**src/rtl/bfly_r2_stage_if.sv**
```systemverilog
// Vector stream bundle for the radix-2 butterfly stage.
// master: drives in_*, din_*, out_ready, ovf_clr; slave: the stage.
interface bfly_r2_stage_if #(
  parameter int WIDTH     = 13,
  parameter int LANES     = 16,
  parameter int OUT_WIDTH = 14
);
  logic                       in_valid;
  logic                       in_ready;
  logic                       in_last;
  logic                       scale_en;
  logic [LANES*WIDTH-1:0]     din_re;
  logic [LANES*WIDTH-1:0]     din_im;
  logic                       out_valid;
  logic                       out_ready;
  logic                       out_last;
  logic [LANES*OUT_WIDTH-1:0] dout_re;
  logic [LANES*OUT_WIDTH-1:0] dout_im;
  logic                       ovf_clr;
  logic                       ovf_sticky;

  modport master (
    output in_valid, in_last, scale_en,
    output din_re, din_im,
    output out_ready, ovf_clr,
    input  in_ready, out_valid, out_last,
    input  dout_re, dout_im, ovf_sticky
  );

  modport slave (
    input  in_valid, in_last, scale_en,
    input  din_re, din_im,
    input  out_ready, ovf_clr,
    output in_ready, out_valid, out_last,
    output dout_re, dout_im, ovf_sticky
  );
endinterface

```
**src/rtl/bfly_r2_stage.sv**
```systemverilog
// Radix-2 butterfly stage: stride pairing, optional /2, saturation.
// Ports: clk, rst (sync, high), bus (stream in/out, ovf flag).
module bfly_r2_stage #(
  parameter int WIDTH     = 13,
  parameter int LANES     = 16,
  parameter int STRIDE    = 8,
  parameter int OUT_WIDTH = 14
) (
  input  logic           clk,
  input  logic           rst,
  bfly_r2_stage_if.slave bus
);
  localparam int SW = WIDTH + 1;
  localparam int RW = WIDTH + 2;
  localparam logic signed [RW-1:0] OMAX =
    RW'((1 << (OUT_WIDTH - 1)) - 1);
  localparam logic signed [RW-1:0] OMIN =
    RW'(-(1 << (OUT_WIDTH - 1)));

  logic v1, v2;
  logic s1_ld, s2_ld, acc;
  logic sc1, last1, last2, ovf;
  logic any_clip;

  logic signed [SW-1:0] sum_re [LANES];
  logic signed [SW-1:0] sum_im [LANES];
  logic signed [SW-1:0] s1_re  [LANES];
  logic signed [SW-1:0] s1_im  [LANES];
  logic signed [OUT_WIDTH-1:0] sat_re [LANES];
  logic signed [OUT_WIDTH-1:0] sat_im [LANES];
  logic clip_re [LANES];
  logic clip_im [LANES];

  logic [LANES*OUT_WIDTH-1:0] o_re, o_im;

  // No skid buffer: ready ripples back combinationally.
  assign s2_ld = !v2 || bus.out_ready;
  assign s1_ld = !v1 || s2_ld;
  assign bus.in_ready = !rst && s1_ld;
  assign acc = bus.in_valid && bus.in_ready;

  for (genvar i = 0; i < LANES; i++) begin : g_lane
    localparam bit LO = (i % (2 * STRIDE)) < STRIDE;
    localparam int J  = LO ? i + STRIDE : i - STRIDE;

    logic signed [WIDTH-1:0] xi_re, xi_im;
    logic signed [WIDTH-1:0] xj_re, xj_im;
    logic signed [RW-1:0]    r_re, r_im;

    assign xi_re = bus.din_re[i*WIDTH +: WIDTH];
    assign xi_im = bus.din_im[i*WIDTH +: WIDTH];
    assign xj_re = bus.din_re[J*WIDTH +: WIDTH];
    assign xj_im = bus.din_im[J*WIDTH +: WIDTH];

    if (LO) begin : g_add
      assign sum_re[i] = SW'(xi_re) + SW'(xj_re);
      assign sum_im[i] = SW'(xi_im) + SW'(xj_im);
    end else begin : g_sub
      assign sum_re[i] = SW'(xj_re) - SW'(xi_re);
      assign sum_im[i] = SW'(xj_im) - SW'(xi_im);
    end

    // Round half up: add one before the arithmetic shift.
    assign r_re = sc1 ? (RW'(s1_re[i]) + RW'(1)) >>> 1
                      : RW'(s1_re[i]);
    assign r_im = sc1 ? (RW'(s1_im[i]) + RW'(1)) >>> 1
                      : RW'(s1_im[i]);

    assign clip_re[i] = (r_re > OMAX) || (r_re < OMIN);
    assign clip_im[i] = (r_im > OMAX) || (r_im < OMIN);

    assign sat_re[i] =
      (r_re > OMAX) ? OMAX[OUT_WIDTH-1:0] :
      (r_re < OMIN) ? OMIN[OUT_WIDTH-1:0] :
                      r_re[OUT_WIDTH-1:0];
    assign sat_im[i] =
      (r_im > OMAX) ? OMAX[OUT_WIDTH-1:0] :
      (r_im < OMIN) ? OMIN[OUT_WIDTH-1:0] :
                      r_im[OUT_WIDTH-1:0];
  end

  always_comb begin
    any_clip = 1'b0;
    for (int i = 0; i < LANES; i++) begin
      any_clip = any_clip | clip_re[i] | clip_im[i];
    end
  end

  always_ff @(posedge clk) begin
    if (rst) begin
      v1    <= 1'b0;
      sc1   <= 1'b0;
      last1 <= 1'b0;
      for (int i = 0; i < LANES; i++) begin
        s1_re[i] <= '0;
        s1_im[i] <= '0;
      end
    end else if (s1_ld) begin
      v1 <= acc;
      if (acc) begin
        sc1   <= bus.scale_en;
        last1 <= bus.in_last;
        for (int i = 0; i < LANES; i++) begin
          s1_re[i] <= sum_re[i];
          s1_im[i] <= sum_im[i];
        end
      end
    end
  end

  always_ff @(posedge clk) begin
    if (rst) begin
      v2    <= 1'b0;
      last2 <= 1'b0;
      o_re  <= '0;
      o_im  <= '0;
      ovf   <= 1'b0;
    end else begin
      if (s2_ld) begin
        v2    <= v1;
        last2 <= v1 && last1;
        if (v1) begin
          for (int i = 0; i < LANES; i++) begin
            o_re[i*OUT_WIDTH +: OUT_WIDTH] <= sat_re[i];
            o_im[i*OUT_WIDTH +: OUT_WIDTH] <= sat_im[i];
          end
        end
      end
      // A new clip wins over a simultaneous clear.
      ovf <= (s2_ld && v1 && any_clip) ||
             (ovf && !bus.ovf_clr);
    end
  end

  assign bus.out_valid  = v2;
  assign bus.out_last   = last2;
  assign bus.dout_re    = o_re;
  assign bus.dout_im    = o_im;
  assign bus.ovf_sticky = ovf;
endmodule

```
**src/flat_wrapper.sv**
```systemverilog
// flat-port wrapper written by rule: the top's interface ports become plain ports
module bfly_r2_stage_flat 
#(
  parameter int WIDTH     = 13,
  parameter int LANES     = 16,
  parameter int STRIDE    = 8,
  parameter int OUT_WIDTH = 14
)
  (clk, rst, bus_in_valid, bus_in_last, bus_scale_en, bus_din_re, bus_din_im, bus_out_ready, bus_ovf_clr, bus_in_ready, bus_out_valid, bus_out_last, bus_dout_re, bus_dout_im, bus_ovf_sticky);
  bfly_r2_stage_if #(.WIDTH(WIDTH), .LANES(LANES), .OUT_WIDTH(OUT_WIDTH)) bus_i ();
  input  logic clk;
  input  logic rst;
  input wire logic [$bits(bus_i.in_valid)-1:0] bus_in_valid;
  input wire logic [$bits(bus_i.in_last)-1:0] bus_in_last;
  input wire logic [$bits(bus_i.scale_en)-1:0] bus_scale_en;
  input wire logic [$bits(bus_i.din_re)-1:0] bus_din_re;
  input wire logic [$bits(bus_i.din_im)-1:0] bus_din_im;
  input wire logic [$bits(bus_i.out_ready)-1:0] bus_out_ready;
  input wire logic [$bits(bus_i.ovf_clr)-1:0] bus_ovf_clr;
  output wire logic [$bits(bus_i.in_ready)-1:0] bus_in_ready;
  output wire logic [$bits(bus_i.out_valid)-1:0] bus_out_valid;
  output wire logic [$bits(bus_i.out_last)-1:0] bus_out_last;
  output wire logic [$bits(bus_i.dout_re)-1:0] bus_dout_re;
  output wire logic [$bits(bus_i.dout_im)-1:0] bus_dout_im;
  output wire logic [$bits(bus_i.ovf_sticky)-1:0] bus_ovf_sticky;
  assign bus_i.in_valid = bus_in_valid;
  assign bus_i.in_last = bus_in_last;
  assign bus_i.scale_en = bus_scale_en;
  assign bus_i.din_re = bus_din_re;
  assign bus_i.din_im = bus_din_im;
  assign bus_i.out_ready = bus_out_ready;
  assign bus_i.ovf_clr = bus_ovf_clr;
  assign bus_in_ready = bus_i.in_ready;
  assign bus_out_valid = bus_i.out_valid;
  assign bus_out_last = bus_i.out_last;
  assign bus_dout_re = bus_i.dout_re;
  assign bus_dout_im = bus_i.dout_im;
  assign bus_ovf_sticky = bus_i.ovf_sticky;
  bfly_r2_stage #(.WIDTH(WIDTH), .LANES(LANES), .STRIDE(STRIDE), .OUT_WIDTH(OUT_WIDTH)) u_core (.clk(clk), .rst(rst), .bus(bus_i));
endmodule
```
**config.mk**
```make
export PLATFORM = sky130hd
export DESIGN_NAME = bfly_r2_stage_flat
export DESIGN_NICKNAME = d
export VERILOG_FILES = /design/src/rtl/bfly_r2_stage_if.sv /design/src/rtl/bfly_r2_stage.sv /design/src/flat_wrapper.sv
export SDC_FILE = /design/constraint.sdc
export NUM_CORES = 2
export LEC_CHECK = 0
export ABC_AREA = 1
export CAP_MARGIN = 20
export CORE_MARGIN = 1.5
export CORE_UTILIZATION = 50
export DETAILED_ROUTE_END_ITERATION = 10
export GPL_ROUTABILITY_DRIVEN = 0
export PLACE_DENSITY = 0.75
export SLEW_MARGIN = 30
export SYNTH_ARGS = -nofsm -noshare
export SYNTH_HDL_FRONTEND = slang
export SYNTH_SLANG_ARGS = --single-unit
```
**constraint.sdc**
```tcl
create_clock -name clk -period 14 [get_ports clk]
set_input_delay 3.5 -clock clk [delete_from_list [all_inputs] [get_ports clk]]
set_output_delay 3.5 -clock clk [all_outputs]
set_load 0.01 [all_outputs]
```
==> impl_metrics.ini <==
[cells_and_area]
final_common_cell = nand2_1
final_area_um2 = 79800
drive_gt1_frac = 0.0281
final_nets = 11500
most-common-layout-cells = 2344 x nand2_1, 1366 x a21oi_1, 1157 x nor2_1
area_growth_pct = 19.0

[global_route]
antenna_found_initial = 30
grt_start_max_net_pins = 199
grt_pass1_vias = 65700
grtUsageTotal = 0.330
grt_pass1_wl_um = 361000
grt_overflow = 0

[synth]
ys_seq_elements = 898
synth_top_family_by_area = simple AND/OR/NAND/NOR gates
synth_compound_area_frac = 0.190
synth_cell_types = 47
async_flop_share = 0
synth_area_leaders = edfxtp_1 20%, dfxtp_1 14%, nand2_1 13%
syn-num-nets = 10900
synthXorXnorAreaFrac = 0.00274
yosys.area_share.simple = 0.287
synth_adder_area_share = 0.0931
ys.warnings.count = 0
yosys_most_used_dff = dfxtp_1
ys_seq_area_frac = 0.334
synth_edf_count = 444
syn_area_per_cell_um2 = 6.73
synthMuxAreaShare = 0
synth_area_um2 = 67100
yosysTopAreaCellShare = 0.199
synth_top_area_cell = edfxtp_1
synth_cells = 9962

[placement]
dpl_cell_area_um2 = 76300
port_buffers = 874
dp_hpwl_um = 175000

[sta]
setup-tns-final_ns = 0
finalMaxSlewViolations = 0
fmax_mhz = 114
slew_headroom = 0.290
hold_slack_ns = 0.464
setup_viol = 0
skew_ns = 0.0267
rsz0062_at_grt = false
min_period_ns = 8.78
worstMarginPinSlew_ns = 1.07
fin_crit_sh = 0.627
finalHoldViolCount = 0

[floorplanning]
initial_core_util = 0.503
core_area_um2 = 133000
std_cell_rows = 134
die_w_um = 369
die_y_um = 369
die_area_um2 = 136000
ios = 875

[clock_tree]
cts_tree = done
path_clk_slew_ns = 0.06
htree_levels = 3
post-cts-setup-buffer-count = 0
hold_buffers = 0
clk_latency_ns = 0.71
ctsResizeCount = 0
root_buffer = clkbuf_16
clockBufferDepth = 3
cts-buffers-inserted = 102
numClockSinks = 898

[setup_path]
cp_max_fo = 123
path_cells = buf_8, inv_8, nand2_4, inv_1, clkdlybuf4s50_1
startpoint_type = input pin
crit_start = rst
worst_ep_required_time_ns = 10.50
critPathTopFamily = buffers and inverters
crit_buf_inv = 4
slowest_stage = buf_8
endpoint_kind = output pin
critPathMaxStageDelay_ns = 0.50
crit_arrival_ns = 5.28
r2r-start = u_core.sc1
path_class = in -> out

[drt]
dr.first_iter.drc_count = 8419
remaining_drc_errors = 0
vias_per_cell = 5.78
vias = 71900
wirelength_um = 235000
drtAntennaViolNets = 0
routedWlPerCell_um = 18.9
dr.pass1.iters = 9

[run_status]
status = finished, final reports clean

[hold_path]
hold_path.class = reg -> reg
min_from = u_core.bus.dout_im[192]

[power]
fin_total_pwr_w = 0.00803
vdd_drop_max_v = 0.0000989
p_leak_nw = 34.2
powerDensity_nw_per_um2 = 101

[flow_run]
drv_cap = 0
## synth_stat cells, drive strengths merged, types with 75 or more instances
library cell	n
o21a	75
nand4	181
clkbuf	138
o21ai	736
dfxtp	454
nand3	761
a21oi	1388
nand2	2351
edfxtp	444
nor3	80
inv	1140
nor2	1192
o21bai	104
buf	269
ha	448
## tightest hold or removal path, delay by kind of cell (launching register included)
family	cells	cell delay (ns)
flops	1	0.31
simple gates	1	0.06
compound gates	1	0.05
## layer usage
layer  wire length (µm)  vias up  GRT usage
met3              23900      760     0.0727
li1                   -    34400          -
met2             105000     3909      0.532
met4              14900       30      0.194
met1              90900    32800      0.404
met5                197        -          0
## final timing paths
check | endpoint | slack, ns | depth (start not counted)
max | bus_in_ready | 5.22 | 5
min | u_core.bus.dout_im[192] | 0.46 | 2
max reg2reg | u_core.bus.dout_im[70] | 9.63 | 6
min reg2reg | u_core.bus.dout_im[192] | 0.46 | 2
## flip-flops by register name (all words and copies together), names as in the netlist
signal and cells:
u_core.s1_im 222, u_core.bus.dout_re 224, u_core.s1_re 222, u_core.v1 1, u_core.bus.out_valid 1, u_core.bus.ovf_sticky 1
u_core.last1 1, u_core.sc1 1, u_core.bus.dout_im 224, u_core.bus.out_last 1
## through the flow
step,instances,setup WS (ns),util
6_report,12400,5.22,0.599
3_5_place_dp,12200,5.25,0.573
3_3_place_gp,12200,5.26,0.573
5_1_grt,12400,5.13,0.599
4_1_cts,12400,5.25,0.598
2_1_floorplan,9962,4.08,-
## kinds of logic after synthesis
group / Yosys count
buf+inv: 1547
compound gates: 2393
fa+ha+maj: 480
simple gates: 4623
xor+xnor: 21
flops: 898
## report_power, final
part | switching, W | internal [W] | total, W
logic | 0.00127 | 0.000740 | 0.00201
clock network | 0.00119 | 0.00156 | 0.00275
registers | 0.000257 | 0.00302 | 0.00327
total | 0.00271 | 0.00532 | 0.00803
## final cells by class
cell class / count / area (µm²)
multi-input cells: 7517 / 38400
clock buffers: 149 / 3030
inverters: 1140 / 4310
well taps: 1768 / 2210
diodes: 13 / 32.5
flip-flops and latches: 898 / 22400
repair buffers: 902 / 9040
clock inverters: 45 / 394
fillers: 12200 / 53500
No activity file was read; power rests on OpenSTA's default activity.
